<file path="src/rtl/xvga_pkg.sv">
// Shared XVGA (1024x768) timing constants and small helpers used by the
// timing generator and by the sprite modules that align to it.
package xvga_pkg;

  // Default horizontal timing, in pixels
  localparam int XVGA_H_ACTIVE = 1024;
  localparam int XVGA_H_FP     = 24;
  localparam int XVGA_H_SYNC   = 136;
  localparam int XVGA_H_BP     = 160;
  localparam int XVGA_H_TOTAL  = XVGA_H_ACTIVE + XVGA_H_FP + XVGA_H_SYNC + XVGA_H_BP;

  // Default vertical timing, in lines
  localparam int XVGA_V_ACTIVE = 768;
  localparam int XVGA_V_FP     = 3;
  localparam int XVGA_V_SYNC   = 6;
  localparam int XVGA_V_BP     = 29;
  localparam int XVGA_V_TOTAL  = XVGA_V_ACTIVE + XVGA_V_FP + XVGA_V_SYNC + XVGA_V_BP;

  // The three video control bits that travel down the sprite pipeline
  typedef struct packed {
    logic hsync;
    logic vsync;
    logic blank;
  } sync_bits_t;

  // Idle/reset value of the control bits: syncs inactive (high), blanked
  localparam logic [2:0] SYNC_IDLE = 3'b111;

  // True when val lies inside the inclusive window [lo, hi]
  function automatic logic in_window(input logic [15:0] val,
                                     input logic [15:0] lo,
                                     input logic [15:0] hi);
    return (val >= lo) && (val <= hi);
  endfunction

endpackage

</file>
<file path="src/rtl/sync_delay_line.sv">
// Fixed-depth shift register for the hsync/vsync/blank bundle, used to line
// the control bits up with a pipelined pixel path. DEPTH=0 is a plain wire.
module sync_delay_line #(
  parameter int         WIDTH     = 3,
  parameter int         DEPTH     = 3,
  parameter logic [WIDTH-1:0] RESET_VAL = '1
) (
  input  logic             clk,
  input  logic             rst_n,
  input  logic [WIDTH-1:0] din,
  output logic [WIDTH-1:0] dout
);

  if (DEPTH == 0) begin : g_bypass
    // Clock and reset are not needed when there is nothing to store
    logic unused_ctrl;
    assign unused_ctrl = clk ^ rst_n;
    assign dout        = din;
  end else begin : g_pipe
    logic [WIDTH-1:0] stage_q [DEPTH];
    logic [WIDTH-1:0] stage_d [DEPTH];

    // Each stage takes the previous one; stage 0 takes the input
    always_comb begin
      stage_d[0] = din;
      for (int i = 1; i < DEPTH; i++) begin
        stage_d[i] = stage_q[i-1];
      end
    end

    // Shift register, all stages forced to the idle value on reset
    always_ff @(posedge clk or negedge rst_n) begin
      if (!rst_n) begin
        for (int i = 0; i < DEPTH; i++) begin
          stage_q[i] <= RESET_VAL;
        end
      end else begin
        for (int i = 0; i < DEPTH; i++) begin
          stage_q[i] <= stage_d[i];
        end
      end
    end

    assign dout = stage_q[DEPTH-1];
  end

endmodule

</file>
<file path="src/rtl/xvga_timing.sv">
// XVGA raster timing generator: pixel/line counters with registered sync,
// blank and frame-start decodes, plus a delayed copy of the control bits.
// Optional frame counter enabled by defining XVGA_FRAME_COUNTER_EN.
module xvga_timing
  import xvga_pkg::*;
#(
  parameter int H_ACTIVE   = XVGA_H_ACTIVE,
  parameter int H_FP       = XVGA_H_FP,
  parameter int H_SYNC     = XVGA_H_SYNC,
  parameter int H_BP       = XVGA_H_BP,
  parameter int V_ACTIVE   = XVGA_V_ACTIVE,
  parameter int V_FP       = XVGA_V_FP,
  parameter int V_SYNC     = XVGA_V_SYNC,
  parameter int V_BP       = XVGA_V_BP,
  parameter int PIPE_DELAY = 3   // 0..7
) (
  input  logic        pixel_clk,
  input  logic        reset_n,
  output logic [10:0] hcount,
  output logic [9:0]  vcount,
  output logic        hsync,
  output logic        vsync,
  output logic        blank,
  output logic        frame_start,
  output logic        hsync_d,
  output logic        vsync_d,
  output logic        blank_d,
  output logic [7:0]  frame_count
);

  localparam int H_TOTAL = H_ACTIVE + H_FP + H_SYNC + H_BP;
  localparam int V_TOTAL = V_ACTIVE + V_FP + V_SYNC + V_BP;

  localparam logic [10:0] H_LAST   = 11'(H_TOTAL - 1);
  localparam logic [10:0] H_BLANK  = 11'(H_ACTIVE);
  localparam logic [10:0] HS_FIRST = 11'(H_ACTIVE + H_FP);
  localparam logic [10:0] HS_LAST  = 11'(H_ACTIVE + H_FP + H_SYNC - 1);
  localparam logic [9:0]  V_LAST   = 10'(V_TOTAL - 1);
  localparam logic [9:0]  V_BLANK  = 10'(V_ACTIVE);
  localparam logic [9:0]  VS_FIRST = 10'(V_ACTIVE + V_FP);
  localparam logic [9:0]  VS_LAST  = 10'(V_ACTIVE + V_FP + V_SYNC - 1);

  logic [10:0] hcount_q, hcount_d;
  logic [9:0]  vcount_q, vcount_d;
  logic        hs_q, hs_d;
  logic        vs_q, vs_d;
  logic        bl_q, bl_d;
  logic        fs_q, fs_d;

  // Next raster position: pixel every clock, line on the pixel wrap
  always_comb begin
    hcount_d = hcount_q + 11'd1;
    vcount_d = vcount_q;
    if (hcount_q == H_LAST) begin
      hcount_d = '0;
      vcount_d = (vcount_q == V_LAST) ? '0 : vcount_q + 10'd1;
    end
  end

  // Decodes are taken from the next position so they register alongside it
  always_comb begin
    hs_d = ~in_window(16'(hcount_d), 16'(HS_FIRST), 16'(HS_LAST));
    vs_d = ~in_window(16'(vcount_d), 16'(VS_FIRST), 16'(VS_LAST));
    bl_d = (hcount_d >= H_BLANK) || (vcount_d >= V_BLANK);
    fs_d = (hcount_d == '0) && (vcount_d == '0);
  end

  // Reset parks on the last pixel of the frame so the first edge starts at 0,0
  always_ff @(posedge pixel_clk or negedge reset_n) begin
    if (!reset_n) begin
      hcount_q <= H_LAST;
      vcount_q <= V_LAST;
      hs_q     <= 1'b1;
      vs_q     <= 1'b1;
      bl_q     <= 1'b1;
      fs_q     <= 1'b0;
    end else begin
      hcount_q <= hcount_d;
      vcount_q <= vcount_d;
      hs_q     <= hs_d;
      vs_q     <= vs_d;
      bl_q     <= bl_d;
      fs_q     <= fs_d;
    end
  end

  assign hcount      = hcount_q;
  assign vcount      = vcount_q;
  assign hsync       = hs_q;
  assign vsync       = vs_q;
  assign blank       = bl_q;
  assign frame_start = fs_q;

  sync_bits_t dly_in, dly_out;
  assign dly_in = '{hsync: hs_q, vsync: vs_q, blank: bl_q};

  sync_delay_line #(
    .WIDTH    (3),
    .DEPTH    (PIPE_DELAY),
    .RESET_VAL(SYNC_IDLE)
  ) u_sync_delay (
    .clk  (pixel_clk),
    .rst_n(reset_n),
    .din  (dly_in),
    .dout (dly_out)
  );

  assign hsync_d = dly_out.hsync;
  assign vsync_d = dly_out.vsync;
  assign blank_d = dly_out.blank;

`ifdef XVGA_FRAME_COUNTER_EN
  logic [7:0] fcnt_q, fcnt_d;

  // Count on the same edge that raises frame_start; wraps naturally at 255
  always_comb begin
    fcnt_d = fs_d ? fcnt_q + 8'd1 : fcnt_q;
  end

  // Frame counter register
  always_ff @(posedge pixel_clk or negedge reset_n) begin
    if (!reset_n) begin
      fcnt_q <= 8'd0;
    end else begin
      fcnt_q <= fcnt_d;
    end
  end

  assign frame_count = fcnt_q;
`else
  assign frame_count = 8'd0;
`endif

endmodule

</file>
<file path="config.mk">
export PLATFORM = sky130hd
export DESIGN_NAME = xvga_timing
export DESIGN_NICKNAME = d
export VERILOG_FILES = /design/src/rtl/xvga_pkg.sv /design/src/rtl/sync_delay_line.sv /design/src/rtl/xvga_timing.sv
export SDC_FILE = /design/constraint.sdc
export NUM_CORES = 1
export LEC_CHECK = 0
export ABC_AREA = 1
export CORE_ASPECT_RATIO = 1.75
export CORE_MARGIN = 2
export CORE_UTILIZATION = 55
export DETAILED_ROUTE_END_ITERATION = 7
export PLACE_DENSITY = 0.95
export SKIP_LAST_GASP = 1
export SYNTH_ARGS = -nofsm -noshare
export SYNTH_HDL_FRONTEND = slang
export SYNTH_SLANG_ARGS = --single-unit
</file>
<file path="constraint.sdc">
create_clock -name pixel_clk -period 3.65 [get_ports pixel_clk]
set_input_delay 1.095 -clock pixel_clk [delete_from_list [all_inputs] [get_ports pixel_clk]]
set_output_delay 1.095 -clock pixel_clk [all_outputs]
set_load 0.005 [all_outputs]
</file>
=== Word level (Yosys, flattened, before mapping) ===
Index checks and enable logic that the tools add are counted.

* Bits in latches: 0
* Bits in read-only memories: 0
* Register bits after elaboration: 34
* Logic and storage cells: 30
* Input bits: 2
* Memories: 0
* Memory bits (writable): 0
* Output and inout port bits: 36

* Mux-type cells: 3
* Magnitude comparators: 6
* Shifts and indexed selects: 0
* Reduce and logical (&&, ||, !) cells: 6
* Div/mod/pow operators: 0
* Bitwise gates (word level): 2
* Eq/ne operators: 2
* Multiply operators: 0
* Add/sub/neg operators: 2

{| class="wikitable"
|+ Operators by type and width
! kind !! number
|-
| 11-bit >= comparator, second input constant || 2
|-
| 10-bit >= comparator, second input constant || 2
|-
| 10-bit two-way mux || 2
|-
| 11-bit by 1-bit adder with 11-bit output, second input constant || 1
|-
| 11-bit == test, second input constant || 1
|-
| 11-bit less-or-equal comparator, second input constant || 1
|-
| 11-bit zero test || 1
|-
| 11-bit two-way mux || 1
|-
| 10-bit by 1-bit adder with 10-bit output, second input constant || 1
|-
| 10-bit == test, second input constant || 1
|-
| 10-bit less-or-equal comparator, second input constant || 1
|-
| 10-bit zero test || 1
|-
| 1-bit logical AND || 3
|-
| 1-bit inverter || 2
|-
| 1-bit logical OR || 1
|}

=== Depth between registers and ports, before layout ===
Gate-level depths: netlist (run 1).

* Depth in word-level cells: 6
* Depth in mapped cells: 13
* Depth with buffers taken out: 13

=== Modules after synthesis ===
A second synthesis (run 1) with hierarchy kept.

* Cell total of the unflattened synthesis: 259
* Area, all modules: 1951.9 sq um

{| class="wikitable"
|+ Modules (own cells, without submodules)
! module !! cells each !! seq. area each (sq um) !! instances !! area an instance (sq um)
|-
| xvga_timing || 250 || 645.6 || 1 || 1715.4
|-
| sync_delay_line || 9 || 236.5 || 1 || 236.5
|}

=== Worst setup path before layout (run 1) ===
OpenSTA, ideal clock, no wires.

* Path kind: register to register
* Start point: register hcount_q[1] (netlist: hcount[1])
* End point: register fs_q (netlist: frame_start)
* Arrival: 1774 ps
* Period minus slack after synthesis: 1854 ps
* Slack: 1796 ps
* Cell stages (with the launch flop): 12
* Data required time: 3570 ps
* Buffers on the path: 0
* Library setup time: 80 ps
* Cell sequence: dfstp_2 ha_1 nand2_2 nor2_4 nand2_4 nor2_8 nand2_1 nand2_1 nand2_1 nor2_4 nand2_1 nor3_2

* Cells in the longest elaborated chain, start to end: 4
* Elaborated cells between the ends (all ways): 7
* Classes of those cells: 1 x add/sub; 1 x eq/ne; 2 x mux; 3 x reduce/logical

{| class="wikitable"
|+ Ends and longest elaborated chain
! what !! line !! source
|-
| start: declaration || xvga_timing.sv:43 || <nowiki>logic [10:0] hcount_q, hcount_d;</nowiki>
|-
| start signal: assignment || xvga_timing.sv:78 || <nowiki>hcount_q <= hcount_d;</nowiki>
|-
| 11-bit by 1-bit adder with 11-bit output or 11-bit == test (tied branches) || xvga_timing.sv:52, xvga_timing.sv:54 ||
|-
| 11-bit two-way mux or 10-bit two-way mux (tied branches) || xvga_timing.sv:54 || <nowiki>if (hcount_q == H_LAST) begin</nowiki>
|-
| 11-bit zero test or 10-bit zero test (tied branches) || xvga_timing.sv:65 || <nowiki>fs_d = (hcount_d == '0) && (vcount_d == '0);</nowiki>
|-
| 1-bit logical AND * || xvga_timing.sv:65 ||
|-
| via fs_d || xvga_timing.sv:48 || <nowiki>logic fs_q, fs_d;</nowiki>
|-
| end signal: assignment || xvga_timing.sv:83 || <nowiki>fs_q <= fs_d;</nowiki>
|-
| end: declaration || xvga_timing.sv:48 ||
|}

Mark *: on every way through the listed nets, which the timed path passes. The rest lies on a longest branch.

=== Worst setup path after layout (run 1) ===
* Start point: register hcount_q[0] (netlist: hcount[0])
* End point: output hcount[0]

{| class="wikitable"
|+ RTL lines
! what !! line !! source
|-
| end: declaration || xvga_timing.sv:19 || <nowiki>output logic [10:0] hcount,</nowiki>
|}

No word-level cell between the ends.

==> insert_results.sql, run 1 <==
INSERT INTO impl_metrics (metric_group, metric, value, unit) VALUES
('outcome', 'run_status', 'finished clean', ''),
('cells_and_area', 'instances_no_fill', '339', ''),
('critical_path', 'max_stage_delay', '640', 'ps'),
('critical_path', 'worstPathRequired', '2550', 'ps'),
('floorplan', 'dieWidth', '49.0', 'um'),
('critical_path', 'largest_driver_fanout_on_the_critical_path', '11', ''),
('critical_path', 'crit_path_start', 'hcount[0]', ''),
('floorplan', 'placement_rows', '28', ''),
('synthesis', 'ys.warnings.count', '0', ''),
('clocking', 'tritoncts_clock_tree', 'built', ''),
('critical_path', 'critical_path.cell_chain', 'clkdlybuf4s50_1', ''),
('cells_and_area', 'final_core_util', '70.4', '%'),
('grt', 'grt_max_degree', '35', ''),
('clocking', 'clock-sinks', '34', ''),
('timing', 'finalSetupViolCount', '0', ''),
('critical_path', 'worstSetupPathType', 'flop to primary output', ''),
('detailed_routing', 'drtIter0Drc', '90', ''),
('clocking', 'holdBufCountCts', '0', ''),
('placement', 'port_buffers', '29', ''),
('critical_path', 'crit_family', 'flip-flops', ''),
('grt', 'grt_antenna_before_repair', '0', ''),
('hold_path', 'hold_path.class', 'flop to flop', ''),
('critical_path', 'cp_num_buf_inv', '1', ''),
('clocking', 'clockRootBuffer', 'sky130_fd_sc_hd__clkbuf_8', ''),
('timing', 'max_freq', '389', 'MHz'),
('cells_and_area', 'most_frequent_standard_cell_in_the_layout_excluding_fill_and_tap_cells', 'sky130_fd_sc_hd__nand2_1', ''),
('power', 'ir_worst_vdd', '393', 'uV'),
('synthesis', 'synth.distinct_cells', '25', ''),
('timing', 'setup_tns', '0', 'ps'),
('timing', 'maxSlewViolCount', '0', ''),
('power', 'powerDensity', '336', 'nW/um^2'),
('grt', 'grt_util_all_layers', '23.1', '%'),
('cells_and_area', 'mostFrequentLayoutCells', 'sky130_fd_sc_hd__nand2_1, sky130_fd_sc_hd__inv_1, sky130_fd_sc_hd__clkdlybuf4s50_1', ''),
('critical_path', 'reg2regPathDepth', '11', ''),
('placement', 'placed_cells_incl_taps', '331', ''),
('critical_path', 'cp_slowest_cell', 'sky130_fd_sc_hd__dfstp_2', ''),
('grt', 'grt_pass1_wl', '7290', 'um'),
('critical_path', 'worstSetupEndpointType', 'primary output', ''),
('critical_path', 'cp-endpoint', 'hcount[0]', ''),
('synthesis', 'synth_largest_type_area_fraction', '33.7', '%'),
('synthesis', 'synthDominantAreaCellType', 'sky130_fd_sc_hd__dfstp_2', ''),
('timing', 'rsz0062_at_grt', 'no', ''),
('detailed_routing', 'wl', '4240', 'um'),
('critical_path', 'critPathLaunchType', 'flop', ''),
('timing', 'clock-skew-final', '5.78', 'ps'),
('detailed_routing', 'routed_wire_length_per_instance', '12.5', 'um'),
('critical_path', 'crit-reg2reg-capture', 'frame_start', ''),
('floorplan', 'initial_core_util', '57.4', '%'),
('clocking', 'cts_buffers', '5', ''),
('clocking', 'clkTransAtPathRegs', '70', 'ps'),
('grt', 'gr-total-overflow', '0', ''),
('cells_and_area', 'finalNetCount', '300', ''),
('detailed_routing', 'dr.pass1.iters', '4', ''),
('clocking', 'clk_latency', '290', 'ps'),
('placement', 'dp_hpwl', '3200', 'um'),
('detailed_routing', 'detailroute.via_count', '1748', ''),
('synthesis', 'syn-instance-count', '259', ''),
('critical_path', 'r2r_setup_slack', '1430', 'ps'),
('grt', 'grt_pass1_vias', '1658', ''),
('clocking', 'post_cts_sizing', '0', ''),
('synthesis', 'synth_top_cells_by_area', 'sky130_fd_sc_hd__dfstp_2, sky130_fd_sc_hd__nand2_1, sky130_fd_sc_hd__dfrtp_1', ''),
('critical_path', 'crit_cells', '1', ''),
('floorplan', 'top_level_ports', '38', ''),
('floorplan', 'dieArea', '4060', 'um^2'),
('detailed_routing', 'ratio_of_routed_vias_to_standard_cells', '5.16', ''),
('timing', 'layout_min_cycle_time', '2570', 'ps'),
('critical_path', 'regToRegStartpoint', 'hcount[0]', ''),
('floorplan', 'dieHeight', '82.8', 'um'),
('synthesis', 'synth-seq-cells', '34', ''),
('power', 'finalPower', '804', 'uW'),
('detailed_routing', 'remaining_drc_errors', '0', '');
## cells in the mapped netlist, drive strengths merged
cell type / instances
conb: 1
ha: 5
nand2: 93
o211ai: 2
nor4: 1
dfstp: 25
dfrtp: 9
xor2: 1
nand3: 28
nand4: 8
nor2: 30
nor3: 6
xnor2: 1
o21ai: 1
buf: 10
inv: 38
## metrics by stage
step                cell area (um^2)  hold WS (ps)  worst slack [ps]
CTS                             2390           350              1080
global route                    2390           350              1050
global placement                2260           346              1430
finish                          2390           353              1080
detailed placement              2260           348              1400
floorplan                       1980           345              1800
## power by group
part	leakage, uW	internal [uW]	total, uW	switching, uW
Combinational	0.000749	1.64	10.5	8.84
Clock	0.0000683	274	415	142
Sequential	0.000386	378	378	0
Total	0.00120	653	804	150
## final cells by class
class | instances | area, um^2
tap | 45 | 56.3
clock inverter | 3 | 68.8
inverter | 38 | 143
multi-input combinational | 184 | 877
clock buffer | 5 | 68.8
timing repair buffer | 30 | 298
fill | 268 | 1000
sequential | 34 | 882
## metal layers
metal,share of wire [%],vias up,GRT usage (%)
li1,-,856,-
met1,40,828,25.7
met2,52,52,40.7
met3,4.3,12,3.42
met4,3.5,0,13.2
met5,0,-,0
## worst min-delay path by stage
stage	cells past startpoint	end	start
after floorplan	0	u_sync_delay.dout[0]	u_sync_delay.g_pipe.stage_d[0]
after global placement	0	u_sync_delay.g_pipe.stage_d[1]	u_sync_delay.g_pipe.stage_d[4]
after detailed placement	0	u_sync_delay.dout[2]	u_sync_delay.g_pipe.stage_d[2]
after CTS	0	u_sync_delay.g_pipe.stage_d[0]	u_sync_delay.g_pipe.stage_d[3]
after global routing	0	u_sync_delay.g_pipe.stage_d[0]	u_sync_delay.g_pipe.stage_d[3]
final	0	u_sync_delay.g_pipe.stage_d[0]	u_sync_delay.g_pipe.stage_d[3]
## flip-flops by register name (all words and copies together) (netlist names)
register and count:
blank 1, frame_start 1, hcount 11, hsync 1, u_sync_delay.dout 3, u_sync_delay.g_pipe.stage_d 6, vcount 10, vsync 1
## cell families (layout without fill, tap and decap cells)
kind of cell | count (synthesis) | count (layout) | share of synthesized area, %
compound gates | 3 | 3 | 1.03
other cells | 1 | 8 | 0.192
buf+inv | 48 | 76 | 11.2
flops | 34 | 34 | 45.2
xor+xnor | 2 | 2 | 0.898
simple gates | 166 | 166 | 38.3
fa+ha+maj | 5 | 5 | 3.21
No activity file was read; power rests on OpenSTA's default activity.
==> run 2: changes to the inputs <==
CORE_UTILIZATION = 51   (was 55)
PLACE_DENSITY = 0.91   (was 0.95)
clock period = 2.37 ns   (was 3.65 ns; I/O delays follow)
==> run 2 against run 1 <==
  * Cell count rose by 0.59%
  * Non-clock buffer count rose by 1
  * Clock-buffer cell count did not move
  * Cell area rose by 0.37%
  * Utilization fell by 4.9 points
  * Critical path type is now flop to flop
  * Largest cell class unchanged
==> insert_results.sql, run 2 (synthesized netlist as in run 1, its figures left out) <==
INSERT INTO impl_metrics (metric_group, metric, value, unit) VALUES
('timing', 'layout_min_cycle_time', '2210', 'ps'),
('cells_and_area', 'most_frequent_standard_cell_in_the_layout_excluding_fill_and_tap_cells', 'sky130_fd_sc_hd__nand2_1', ''),
('grt', 'grt_pass1_wl', '7730', 'um'),
('critical_path', 'critPathLaunchType', 'flop', ''),
('timing', 'setup_slack', '160', 'ps'),
('floorplan', 'dieArea', '4360', 'um^2'),
('timing', 'timing_hold_violations_final', '0', ''),
('grt', 'grt_antenna_before_repair', '0', ''),
('cells_and_area', 'insertedDiodeCount', '0', ''),
('detailed_routing', 'routed_wire_length_per_instance', '13.3', 'um'),
('placement', 'place.gp.congestion', '0.920', ''),
('cells_and_area', 'final_core_util', '65.6', '%'),
('critical_path', 'largest_driver_fanout_on_the_critical_path', '10', ''),
('grt', 'grt_util_all_layers', '24.2', '%'),
('timing', 'clock-skew-final', '6.24', 'ps'),
('detailed_routing', 'wl', '4550', 'um'),
('clocking', 'clk_latency', '290', 'ps'),
('timing', 'timing.hold.ws', '352', 'ps'),
('critical_path', 'r2r_setup_slack', '160', 'ps'),
('clocking', 'cts-root-to-sink-buffers', '2', ''),
('timing', 'setup_tns', '0', 'ps'),
('detailed_routing', 'dr.pass1.iters', '4', ''),
('clocking', 'holdBufCountCts', '0', ''),
('clocking', 'htree_levels', '2', ''),
('timing', 'finalSetupViolCount', '0', ''),
('cells_and_area', 'layout-drive-gt1-share', '15.6', '%'),
('critical_path', 'crit_path_start', 'hcount[1]', ''),
('detailed_routing', 'ratio_of_routed_vias_to_standard_cells', '5.22', ''),
('placement', 'placement.setup.worst_slack', '202', 'ps'),
('outcome', 'run_status', 'finished clean', ''),
('detailed_routing', 'detailroute.via_count', '1779', ''),
('hold_path', 'worst_hold_path.endpoint', 'u_sync_delay.g_pipe.stage_d[1]', ''),
('clocking', 'clock-sinks', '34', ''),
('clocking', 'post_cts_sizing', '0', ''),
('critical_path', 'worstPathRequired', '2580', 'ps'),
('clocking', 'tritoncts_clock_tree', 'built', ''),
('hold_path', 'worstHoldPathCells', '0', ''),
('detailed_routing', 'remaining_drc_errors', '0', ''),
('detailed_routing', 'number_of_nets_with_antenna_violations_after_detailed_routing', '0', ''),
('power', 'ir_worst_vdd', '530', 'uV'),
('power', 'power_leakage', '0.00121', 'uW'),
('floorplan', 'core_region_area', '3660', 'um^2'),
('critical_path', 'reg2regPathDepth', '11', ''),
('critical_path', 'worstPathArrival', '2420', 'ps'),
('critical_path', 'worstSetupPathType', 'flop to flop', ''),
('timing', 'rsz0062_at_grt', 'no', ''),
('hold_path', 'hold_path_startpoint', 'u_sync_delay.g_pipe.stage_d[4]', ''),
('cells_and_area', 'instances_no_fill', '341', ''),
('cells_and_area', 'area_delta_synth_final', '23.1', '%'),
('timing', 'maxSlewViolCount', '0', ''),
('run', 'timing.max_cap.violations', '0', ''),
('cells_and_area', 'mostFrequentLayoutCells', 'sky130_fd_sc_hd__nand2_1, sky130_fd_sc_hd__inv_1, sky130_fd_sc_hd__clkdlybuf4s50_1', ''),
('clocking', 'cts_buffers', '5', ''),
('clocking', 'clkTransAtPathRegs', '70', 'ps'),
('placement', 'port_buffers', '29', ''),
('timing', 'final.period_utilization', '93.2', '%'),
('clocking', 'clockRootBuffer', 'sky130_fd_sc_hd__clkbuf_8', ''),
('power', 'powerDensity', '517', 'nW/um^2'),
('critical_path', 'regToRegStartpoint', 'hcount[1]', ''),
('hold_path', 'hold_path.class', 'flop to flop', ''),
('cells_and_area', 'finalNetCount', '301', ''),
('floorplan', 'dieWidth', '50.8', 'um'),
('clocking', 'cts_post_setup_buffers_inserted', '0', ''),
('cells_and_area', 'largest_register_ffs', '11', ''),
('floorplan', 'placement_rows', '29', ''),
('placement', 'dp_hpwl', '3440', 'um'),
('critical_path', 'crit-reg2reg-capture', 'frame_start', ''),
('placement', 'placed_cells_incl_taps', '333', ''),
('grt', 'gr-total-overflow', '0', ''),
('critical_path', 'worstSetupEndpointType', 'flop', ''),
('floorplan', 'top_level_ports', '38', ''),
('timing', 'max_freq', '452', 'MHz'),
('floorplan', 'initial_core_util', '53.3', '%'),
('grt', 'grt_max_degree', '35', ''),
('grt', 'grt_pass1_vias', '1747', ''),
('detailed_routing', 'drtIter0Drc', '59', ''),
('floorplan', 'dieHeight', '85.8', 'um');
[run 2: layout make-up]
| class | instances | area, um^2 |
|---|---|---|
| fillers | 327 | 1260 |
| flip-flops and latches | 34 | 882 |
| multi-input cells | 184 | 877 |
| repair buffers | 31 | 305 |
| inverters | 38 | 143 |
| clock buffers | 5 | 68.8 |
| clock inverters | 3 | 68.8 |
| well taps | 46 | 57.6 |
[run 2: worst max path at each step]
stage	end	slack, ps
after floorplan	frame_start	520
after global placement	frame_start	280
after detailed placement	frame_start	200
after CTS	hcount[0]	150
after global routing	frame_start	20
final	frame_start	160
[run 2: power breakdown]
part           total [uW]  internal, uW  leakage, uW  switching (uW)
clock network         643           421    0.0000683             222
logic                16.4          2.52     0.000754            13.8
registers             582           582     0.000386               0
[run 2: critical path: stages (launching register included)]
cell	delay [ps]
sky130_fd_sc_hd__dfstp_2	590
sky130_fd_sc_hd__ha_1	300
sky130_fd_sc_hd__nand2_2	110
sky130_fd_sc_hd__nor2_4	180
sky130_fd_sc_hd__nand2_4	90
sky130_fd_sc_hd__nor2_8	190
sky130_fd_sc_hd__nand3_1	100
sky130_fd_sc_hd__nand2_1	130
sky130_fd_sc_hd__nand2_2	80
sky130_fd_sc_hd__nor2_4	120
sky130_fd_sc_hd__nand2_1	80
sky130_fd_sc_hd__nor3_2	160
[run 2: layer usage]
layer | GRT usage (%) | up-vias | wire [um]
met5 | 0 | - | 0
met4 | 18.9 | 0 | 254
met3 | 3.66 | 25 | 201
met2 | 43.3 | 62 | 2460
met1 | 24.2 | 835 | 1640
li1 | - | 857 | -
[run 2: per-stage QoR]
stage,total power (uW),area (um^2)
5_1_grt,1270,2400
4_1_cts,1260,2400
3_5_place_dp,609,2260
3_3_place_gp,608,2260
2_1_floorplan,604,1980
6_report,1240,2400
==> run 3: changes to the inputs <==
REMOVE_ABC_BUFFERS = 1   (was unset)
SLEW_MARGIN = 20   (was unset)
==> run 3 against run 2 <==
  * Fmax fell by 0.59%
  * Cell count unchanged
  * Worst hold slack gained 2.2 ps
  * Utilization grew 0.068 points
  * Sequential share of layout area is essentially flat
  * Cell area rose by 0.10%
  * First-iteration DRC count unchanged
  * Clock-buffer cell count is the same
  * Die area did not move
==> insert_results.sql, run 3 (synthesized netlist as in run 1, its figures left out) <==
INSERT INTO impl_metrics (metric_group, metric, value, unit) VALUES
('timing', 'timing_hold_violations_final', '0', ''),
('critical_path', 'critPathLaunchType', 'flop', ''),
('grt', 'gr-total-overflow', '0', ''),
('hold_path', 'worstHoldPathCells', '0', ''),
('power', 'ir_worst_vdd', '652', 'uV'),
('outcome', 'run_status', 'finished clean', ''),
('timing', 'finalSetupViolCount', '0', ''),
('detailed_routing', 'route.layer.met1.wl', '1640', 'um'),
('clocking', 'cts_buffers', '5', ''),
('hold_path', 'worst_hold_path.endpoint', 'u_sync_delay.g_pipe.stage_d[1]', ''),
('timing', 'final.period_utilization', '93.8', '%'),
('cells_and_area', 'final_area', '2400', 'um^2'),
('timing', 'setup_tns', '0', 'ps'),
('placement', 'placed_area', '2260', 'um^2'),
('power', 'finalPower', '1240', 'uW'),
('floorplan', 'dieHeight', '85.8', 'um'),
('detailed_routing', 'route.top_layer_used', 'met4', ''),
('clocking', 'clkTransAtPathRegs', '70', 'ps'),
('detailed_routing', 'remaining_drc_errors', '0', ''),
('cells_and_area', 'mostFrequentLayoutCells', 'sky130_fd_sc_hd__nand2_1, sky130_fd_sc_hd__inv_1, sky130_fd_sc_hd__clkdlybuf4s50_1', ''),
('grt', 'grt_antenna_before_repair', '0', ''),
('timing', 'clock-skew-final', '4.25', 'ps'),
('critical_path', 'worstPathRequired', '1660', 'ps'),
('detailed_routing', 'routed_wire_length_per_instance', '13.3', 'um'),
('critical_path', 'r2r_setup_slack', '240', 'ps'),
('cells_and_area', 'finalNetCount', '301', ''),
('critical_path', 'worstPathArrival', '1510', 'ps'),
('cells_and_area', 'largest_register_ffs', '11', ''),
('detailed_routing', 'ratio_of_routed_vias_to_standard_cells', '5.30', ''),
('clocking', 'tritoncts_clock_tree', 'built', ''),
('clocking', 'clock-sinks', '34', ''),
('power', 'powerDensity', '517', 'nW/um^2'),
('critical_path', 'reg2regPathDepth', '8', ''),
('clocking', 'holdBufCountCts', '0', ''),
('hold_path', 'hold_path_startpoint', 'u_sync_delay.g_pipe.stage_d[4]', ''),
('cells_and_area', 'most_frequent_standard_cell_in_the_layout_excluding_fill_and_tap_cells', 'sky130_fd_sc_hd__nand2_1', ''),
('floorplan', 'dieWidth', '50.8', 'um'),
('placement', 'place.gp.congestion', '0.922', ''),
('placement', 'port_buffers', '29', ''),
('clocking', 'clockRootBuffer', 'sky130_fd_sc_hd__clkbuf_8', ''),
('detailed_routing', 'detailroute.via_count', '1806', ''),
('timing', 'layout_min_cycle_time', '2220', 'ps'),
('floorplan', 'top_level_ports', '38', ''),
('cells_and_area', 'insertedDiodeCount', '0', ''),
('timing', 'max_freq', '450', 'MHz'),
('critical_path', 'worstSetupPathType', 'flop to primary output', ''),
('floorplan', 'placement_rows', '29', ''),
('detailed_routing', 'drtIter0Drc', '59', ''),
('detailed_routing', 'dr.pass1.iters', '4', ''),
('grt', 'grt_pass1_wl', '7570', 'um'),
('timing', 'maxSlewViolCount', '0', ''),
('clocking', 'clk_latency', '280', 'ps'),
('hold_path', 'hold_path.class', 'flop to flop', ''),
('floorplan', 'dieArea', '4360', 'um^2'),
('critical_path', 'crit-reg2reg-capture', 'vsync', ''),
('detailed_routing', 'number_of_nets_with_antenna_violations_after_detailed_routing', '0', ''),
('detailed_routing', 'wl', '4550', 'um'),
('timing', 'timing.hold.ws', '354', 'ps'),
('grt', 'grt_pass1_vias', '1714', ''),
('critical_path', 'largest_driver_fanout_on_the_critical_path', '10', ''),
('cells_and_area', 'layout-drive-gt1-share', '15.9', '%'),
('critical_path', 'regToRegStartpoint', 'hcount[1]', ''),
('timing', 'rsz0062_at_grt', 'no', ''),
('detailed_routing', 'met3WireLength', '147', 'um'),
('run', 'timing.max_cap.violations', '0', ''),
('grt', 'grt_util_all_layers', '23.5', '%'),
('clocking', 'htree_levels', '2', ''),
('grt', 'grt_max_degree', '35', ''),
('cells_and_area', 'fillCellCount', '306', ''),
('placement', 'dp_hpwl', '3360', 'um'),
('floorplan', 'core_region_area', '3660', 'um^2'),
('detailed_routing', 'total_met2_wirelength_after_detailed_routing', '2490', 'um'),
('power', 'power_leakage', '0.00121', 'uW'),
('critical_path', 'worstSetupEndpointType', 'primary output', ''),
('clocking', 'cts-root-to-sink-buffers', '2', ''),
('floorplan', 'initial_core_util', '53.3', '%'),
('cells_and_area', 'area_delta_synth_final', '23.2', '%');
## run 3: power by group
part	internal (uW)	switching, uW
Clock	421	225
Combinational	2.52	13.5
Sequential	582	0
## run 3: area by class of cell
class	count	area, um^2	share of cell area, %
Timing Repair Buffer	31	305	12.7
Clock inverter	3	68.8	2.86
Clock buffer	5	68.8	2.86
Multi-Input combinational cell	184	880	36.6
Tap cell	46	57.6	2.39
Inverter	38	143	5.93
Sequential cell	34	882	36.7
## run 3: how the worst max path moves through the flow
stage,startpoint,endpoint,slack (ps),cells after the start
3_5_place_dp,hcount[1],vsync,270,12
2_1_floorplan,hcount[0],frame_start,470,11
6_report,hcount[0],hcount[0],150,2
4_1_cts,hcount[0],hcount[0],150,2
3_3_place_gp,hcount[1],vsync,310,12
5_1_grt,vcount[0],frame_start,20,11
## run 3: what timing repair did
item	CTS	global route
endpoints found under the setup margin	0	2
gates resized for setup	0	1
buffers inserted	0	0
## run 3: per-stage QoR
| step | utilization [%] | setup WS (ps) | cells |
|---|---|---|---|
| finish | 65.6 | 147 | 341 |
| global route | 65.6 | 24.3 | 341 |
| CTS | 65.6 | 150 | 341 |
| detailed placement | 61.8 | 268 | 333 |
| global placement | 61.8 | 307 | 333 |
| floorplan | - | 469 | 256 |
## run 3: routing by layer
metal,vias up,track usage (%)
li1,857,-
met1,857,24.2
met2,68,42.1
met3,24,3.14
met4,0,17.0
met5,-,0
## run 3: critical path, stage by stage (launching register included)
cell and delay [ps]:
sky130_fd_sc_hd__dfstp_2 550, sky130_fd_sc_hd__buf_4 170, sky130_fd_sc_hd__clkdlybuf4s50_1 510
